File: src/rtl/pc_seq.sv
// pc_seq: program-counter sequencer with an integrated return-address stack.
//
// Each rising edge selects the next fetch address, highest priority first:
// start, stall, return, call, absolute jump, PC-relative branch, increment.
//
// Ports:
//   clock_i      single clock, rising edge
//   reset_i      asynchronous active-high reset
//   start_i      load startadd_i, clear RAS count and error flag
//   startadd_i   start address
//   stall_i      hold pc_o and RAS
//   ret_i        pop RAS and jump to the popped address
//   call_i       push pc_o+1 and jump to target_i
//   jump_i       absolute jump to target_i
//   target_i     call/jump target
//   branch_i     PC-relative branch
//   offset_i     signed two's-complement branch offset
//   pc_o         current PC (registered)
//   ras_empty_o  RAS holds no entries
//   ras_full_o   RAS holds RAS_DEPTH entries
//   ras_err_o    sticky overflow/underflow flag

module pc_seq #(
    parameter int unsigned WIDTH      = 8,
    parameter int unsigned RAS_DEPTH  = 4,
    parameter int unsigned RESET_ADDR = 0
) (
    input  logic             clock_i,
    input  logic             reset_i,
    input  logic             start_i,
    input  logic [WIDTH-1:0] startadd_i,
    input  logic             stall_i,
    input  logic             ret_i,
    input  logic             call_i,
    input  logic             jump_i,
    input  logic [WIDTH-1:0] target_i,
    input  logic             branch_i,
    input  logic [WIDTH-1:0] offset_i,
    output logic [WIDTH-1:0] pc_o,
    output logic             ras_empty_o,
    output logic             ras_full_o,
    output logic             ras_err_o
);

    localparam int unsigned PTR_W = (RAS_DEPTH > 1) ? $clog2(RAS_DEPTH) : 1;
    localparam int unsigned CNT_W = PTR_W + 1;
    localparam logic [CNT_W-1:0] FULL_CNT = CNT_W'(RAS_DEPTH);

    logic [WIDTH-1:0] r_pc;
    logic [PTR_W-1:0] r_top;
    logic [CNT_W-1:0] r_count;
    logic             r_err;
    logic [WIDTH-1:0] r_ras [RAS_DEPTH];

    logic [WIDTH-1:0] w_pc_d;
    logic [PTR_W-1:0] w_top_d;
    logic [CNT_W-1:0] w_count_d;
    logic             w_err_d;
    logic             w_push;
    logic [WIDTH-1:0] w_pc_inc;
    logic             w_empty;
    logic             w_full;

    assign w_pc_inc = r_pc + WIDTH'(1);
    assign w_empty  = (r_count == '0);
    assign w_full   = (r_count == FULL_CNT);

    always_comb begin
        w_pc_d    = r_pc;
        w_top_d   = r_top;
        w_count_d = r_count;
        w_err_d   = r_err;
        w_push    = 1'b0;
        if (start_i) begin
            w_pc_d    = startadd_i;
            w_count_d = '0;
            w_err_d   = 1'b0;
        end else if (stall_i) begin
            // hold everything
        end else if (ret_i) begin
            if (!w_empty) begin
                w_pc_d    = r_ras[r_top];
                w_top_d   = r_top - PTR_W'(1);
                w_count_d = r_count - CNT_W'(1);
            end else begin
                w_pc_d  = w_pc_inc;
                w_err_d = 1'b1;
            end
        end else if (call_i) begin
            // On overflow the write at top+1 lands on the oldest entry.
            w_push  = 1'b1;
            w_top_d = r_top + PTR_W'(1);
            w_pc_d  = target_i;
            if (w_full) begin
                w_err_d = 1'b1;
            end else begin
                w_count_d = r_count + CNT_W'(1);
            end
        end else if (jump_i) begin
            w_pc_d = target_i;
        end else if (branch_i) begin
            // WIDTH-bit add of a two's-complement offset is the sign-extended sum.
            w_pc_d = r_pc + offset_i;
        end else begin
            w_pc_d = w_pc_inc;
        end
    end

    always_ff @(posedge clock_i or posedge reset_i) begin
        if (reset_i) begin
            r_pc    <= WIDTH'(RESET_ADDR);
            r_top   <= '0;
            r_count <= '0;
            r_err   <= 1'b0;
        end else begin
            r_pc    <= w_pc_d;
            r_top   <= w_top_d;
            r_count <= w_count_d;
            r_err   <= w_err_d;
        end
    end

    // Stack storage needs no reset; writes are blocked while reset is held.
    always_ff @(posedge clock_i) begin
        if (w_push && !reset_i) begin
            r_ras[w_top_d] <= w_pc_inc;
        end
    end

    assign pc_o        = r_pc;
    assign ras_empty_o = w_empty;
    assign ras_full_o  = w_full;
    assign ras_err_o   = r_err;

endmodule

File: config.mk
export PLATFORM = sky130hd
export DESIGN_NAME = pc_seq
export DESIGN_NICKNAME = d
export VERILOG_FILES = /design/src/rtl/pc_seq.sv
export SDC_FILE = /design/constraint.sdc
export NUM_CORES = 1
export LEC_CHECK = 0
export CORE_MARGIN = 4
export CORE_UTILIZATION = 40
export DETAILED_ROUTE_END_ITERATION = 7
export MAX_ROUTING_LAYER = met4
export PLACE_DENSITY = 0.62
export SYNTH_ARGS = -nofsm -noshare
export SYNTH_HDL_FRONTEND = slang
export SYNTH_SLANG_ARGS = --single-unit
File: constraint.sdc
create_clock -name clock_i -period 6.6 [get_ports clock_i]
set_input_delay 1.32 -clock clock_i [delete_from_list [all_inputs] [get_ports clock_i]]
set_output_delay 1.32 -clock clock_i [all_outputs]
set_load 0.05 [all_outputs]
# After elaboration in Yosys (flattened, before gate mapping)
# Memories as Yosys holds them, arrays and structs flattened.
# Index checks and enable logic that the tools add are counted.
op_classes:
  n_eq_ne: 5
  n_reduce_logical: 7
  mux: 30
  n_addsub: 6
op_table:
  columns: ["operator", "n"]
  rows:
  - ["two-way mux 8 bit", 7]
  - ["two-way mux 3 bit", 6]
  - ["two-way mux 1 bit", 12]
  - ["two-way mux 2 bit", 5]
  - ["adder 8 x 1 -> 8 bit, second input constant", 1]
  - ["adder 8 bit", 1]
  - ["AND reduction 4 bit", 2]
  - ["!= test 3 bit, second input constant", 2]
  - ["nonzero test 3 bit", 2]
  - ["adder 3 x 1 -> 3 bit, second input constant", 1]
  - ["equality test 3 bit, second input constant", 1]
  - ["logical NOT 3 bit", 1]
  - ["!= test 3 x 2 -> 1 bit, second input constant", 1]
  - ["subtractor 3 x 1 -> 3 bit, second input constant", 1]
  - ["adder 2 x 1 -> 2 bit, second input constant", 1]
  - ["!= test 2 bit, second input constant", 1]
  - ["subtractor 2 x 1 -> 2 bit, second input constant", 1]
  - ["logical AND 1 bit", 1]
  - ["logical NOT 1 bit", 1]
word_totals:
  inputBits: 32
  elab_cells: 53
  regBits: 14
  output_inout_bits: 11
  mem_bits_rw: 32
  mem_count: 1
mem_list:
  columns: ["name", "depth", "word_bits", "rd", "rd_clocked_by_memory_dff", "write_ports", "line_no", "text"]
  rows:
  - ["r_ras", 4, 8, 1, 0, 1, "53", "logic [WIDTH-1:0] r_ras [RAS_DEPTH];"]

# Longest topological paths before layout
logic_depth:
  ltp_word: 7
  mapped_depth: 8

# Least setup slack after synthesis
# OpenSTA, ideal clock, no wires.
synth_timing:
  path_kind: "input to register"
  startpoint: "input port start_i"
  endpoint: "memory r_ras[3][0] (enable)"
  slack_ns: 3.475
  t_required_ns: 6.215
  stages: 5
  setup_time_ns: 0.385
  arrival_time_ns: 2.740
  cell_sequence: "clkbuf_1 -> nor2_1 -> o21ai_1 -> xor2_1 -> nor3b_1"
synth_between:
  elab_chain_cells: 4
synth_lines:
  columns: ["element", "line_no", "text"]
  rows:
  - ["from (decl)", "30", "input logic start_i,"]
  - ["two-way mux 1 bit", "74", "if (start_i) begin"]
  - ["logical AND 1 bit", "125", "if (w_push && !reset_i) begin"]
  - ["two-way mux 1 bit", "125", null]
  - ["two-way mux 1 bit (not written as such)", "126", "r_ras[w_top_d] <= w_pc_inc;"]
  - ["to (decl)", "53", null]
# Parallel ways exist; a longest one is shown, timed or not.

# Worst setup path after layout
layout_timing:
  startpoint: "input port start_i"
  endpoint: "memory r_ras[3][2] (enable)"
# The elaborated chain is that of the path after synthesis.

==> reports/qor.yml <==
outcome:
  status: "finished, final reports clean"
critical_path:
  ff2ff_path_depth: 6
  cp-end-kind: "flop"
  reg2reg_from: "r_count[0]$_DFFE_PP0P_"
  r2r_setup_slack_ns: 3.72
  crit_end: "r_ras[3][2]$_DFFE_PP_"
  cp.arrival_ns: 4.03
  r2r-end: "r_ras[3][2]$_DFFE_PP_"
  cp-startpoint: "start_i"
  crit_fanout: 26
  cp.required_ns: 6.52
  start_kind: "input pin"
  critical_path_class: "in -> reg"
cells_and_area:
  drive_above_1_share: 0.07192
  regArea_sq_um: 1311
  area_delta_synth_final_pct: 19.43
  fill_cells: 594
  nets: 333
  n_antenna_cell: 0
  multi_input_area_sq_um: 1292
  layout.cells.non_filler: 369
  final_area_sq_um: 3268
global_routing:
  grt_antenna_before_repair: 0
  first_global_vias: 2097
  grt_usage: 0.1803
  grt_overflow: 0
  grt_first_pass_wirelength_um: 11370
  grt_max_degree: 27
power:
  cellPowerDensity_nw_per_um2: 302.8
  combPwrFrac: 0.411
  p_sw_uw: 395.7
  intPower_uw: 593.9
  irDropWorstVdd_mv: 0.1039
  swShare: 0.3999
  power_frac_seq: 0.414
  power_leakage_uw: 0.001210
  clockPowerShare: 0.175
synth:
  synthArstFlopShare: 0.3043
  seq_area_frac_synth: 0.4792
  synthDistinctLibCells: 53
  ys_ff_latch: 46
  yosysWarnings: 0
  avgSynthCellArea_sq_um: 10.73
  synth_edf_count: 32
  syn-num-nets: 297
  synthCells: 255
  synth_area_sq_um: 2736
  synthFlopType: "edfxtp_1"
route:
  drtIter0Drc: 209
  via_per_inst: 5.851
  ant_nets: 0
  post_drt_wl_per_cell_um: 19.11
  finalWirelength_um: 7051
  first_pass_iters: 5
  drcViolationCount: 0
  vias: 2159
sta:
  fin_setup_tns_ns: 0
  slew_headroom: 0.2372
  finClkSkew_ns: 0.009801
  rsz0062_at_grt: "false"
  finalSetupViolations: 0
  tightest_slew_ns: 1.142
  fin_hold_ws_ns: 0.5198
  post-route-min-period_ns: 4.115
  drv_slew: 0
  max_clock_freq_mhz: 243.0
  timing.final.crit_share: 0.6234
  timing_hold_violations_final: 0
floorplan:
  io_pins: 43
  initial_core_util: 0.4213
  die_x_um: 90.71
  coreArea_sq_um: 6495
  rows: 29
  die_h_um: 90.71
  dieArea_sq_um: 8228
cts:
  cts_tree: "done"
  cts-resized-gates: 0
  postCtsHoldBufs: 0
  cts.reportedPaths.clkPinSlew_ns: 0.09
  root_buffer: "clkbuf_8"
  cts_max_path_buffers: 2
  insertion_delay_ns: 0.30
  cts_max_level: 2
  cts_sinks: 46
  post_cts_buffers: 0
  cts_buffers: 5
place:
  dp_hpwl_um: 5222
  place_congestion: 0.8854
  placed_area_sq_um: 3182
  port_buffers: 42
  dp_cells: 361
hold_path:
  min_path_type: "reg -> reg"
run:
  maxCapViolCount: 0
-- power by group through the flow --
stage / registers (uW) / clock network (uW) / logic, uW
final: 410 / 173 / 407
after global routing: 418 / 188 / 440
after CTS: 410 / 175 / 408
after detailed placement: 415 / 0 / 407
after global placement: 415 / 0 / 405
after floorplan: 403 / 0 / 320
-- through the flow --
step	util	setup slack (ns)	total power [uW]
detailed placement	0.4899	2.206	821.8
floorplan	-	3.475	723.0
finish	0.5032	2.485	989.6
CTS	0.5032	2.494	993.1
global placement	0.4899	2.281	819.5
global route	0.5032	2.296	1045
-- layout by cell type (no fill, tap or decap), drive strengths merged, types with 3 or more instances in the layout --
master,Yosys,final
or3,3,3
mux4,8,8
nor3b,3,3
a31oi,5,5
nor2b,5,5
clkinv,1,3
o21a,7,7
a21oi,15,15
ha,8,8
o211ai,6,6
clkdlybuf4s50,0,42
clkbuf,7,6
nand3,11,11
nor2,23,23
o21ai,17,17
inv,14,14
nand2,22,22
dfrtp,14,14
a211oi,5,5
nand2b,3,3
edfxtp,32,32
xor2,4,4
xnor2,6,6
-- logic make-up (layout without fill, tap and decap cells) --
kind of cell	Yosys count	count (layout)	synth area share
AO/OA/AOI/OAI	70	70	0.1678
XOR/XNOR	10	10	0.03201
adder cells (fa/ha/maj)	10	10	0.05121
buffers and inverters	28	65	0.04847
flip-flops	46	46	0.4792
multiplexers	10	10	0.07316
AND/OR/NAND/NOR	81	81	0.1482
-- cells in the mapped netlist (6+ instances only) --
master,number,area (sq um)
a21oi_1,15,75.07
clkbuf_1,7,26.28
dfrtp_1,14,350.3
edfxtp_1,32,960.9
ha_1,8,100.1
inv_1,14,52.55
mux4_2,8,180.2
nand2_1,22,82.58
nand3_1,11,55.05
nor2_1,20,75.07
o211ai_1,6,45.04
o21a_1,7,52.55
o21ai_0,10,50.05
o21ai_1,7,35.03
xnor2_1,6,52.55
-- final cells by class --
cell class,count,area share
repair buffers,42,0.1286
inverters,15,0.01876
flip-flops and latches,46,0.4012
clock inverters,2,0.004211
multi-input cells,181,0.3955
well taps,77,0.02948
clock buffers,6,0.02221
-- flip-flops by register name (all words and copies together) (netlist names) --
| signal | cells |
|---|---|
| pc_o | 8 |
| r_count | 3 |
| r_ras | 32 |
| r_top | 2 |
| ras_err_o | 1 |
-- worst min-delay path by stage --
| stage | start | to | slack (ns) | cells after the start |
|---|---|---|---|---|
| floorplan | r_count[2]$_DFFE_PP0P_ | r_count[2]$_DFFE_PP0P_ | 0.55 | 2 |
| global placement | ras_err_o$_DFFE_PP0P_ | ras_err_o$_DFFE_PP0P_ | 0.50 | 2 |
| detailed placement | ras_err_o$_DFFE_PP0P_ | ras_err_o$_DFFE_PP0P_ | 0.51 | 2 |
| CTS | ras_err_o$_DFFE_PP0P_ | ras_err_o$_DFFE_PP0P_ | 0.53 | 2 |
| global route | ras_err_o$_DFFE_PP0P_ | ras_err_o$_DFFE_PP0P_ | 0.56 | 2 |
| finish | ras_err_o$_DFFE_PP0P_ | ras_err_o$_DFFE_PP0P_ | 0.52 | 2 |
-- metal layers --
layer	global-route usage	wire length (um)	vias to the layer above
li1	-	-	1017
met1	0.2511	3156	1028
met2	0.2712	3267	100
met3	0.03417	514	14
met4	0.04719	112	0
met5	-	0	-
-- critical path: stages --
cell and delay (ns):
clkdlybuf4s50_1 0.86, nor2_1 0.57, o21ai_1 0.15, xor2_1 0.19, nor3b_1 0.94
No activity file was read; power rests on OpenSTA's default activity.
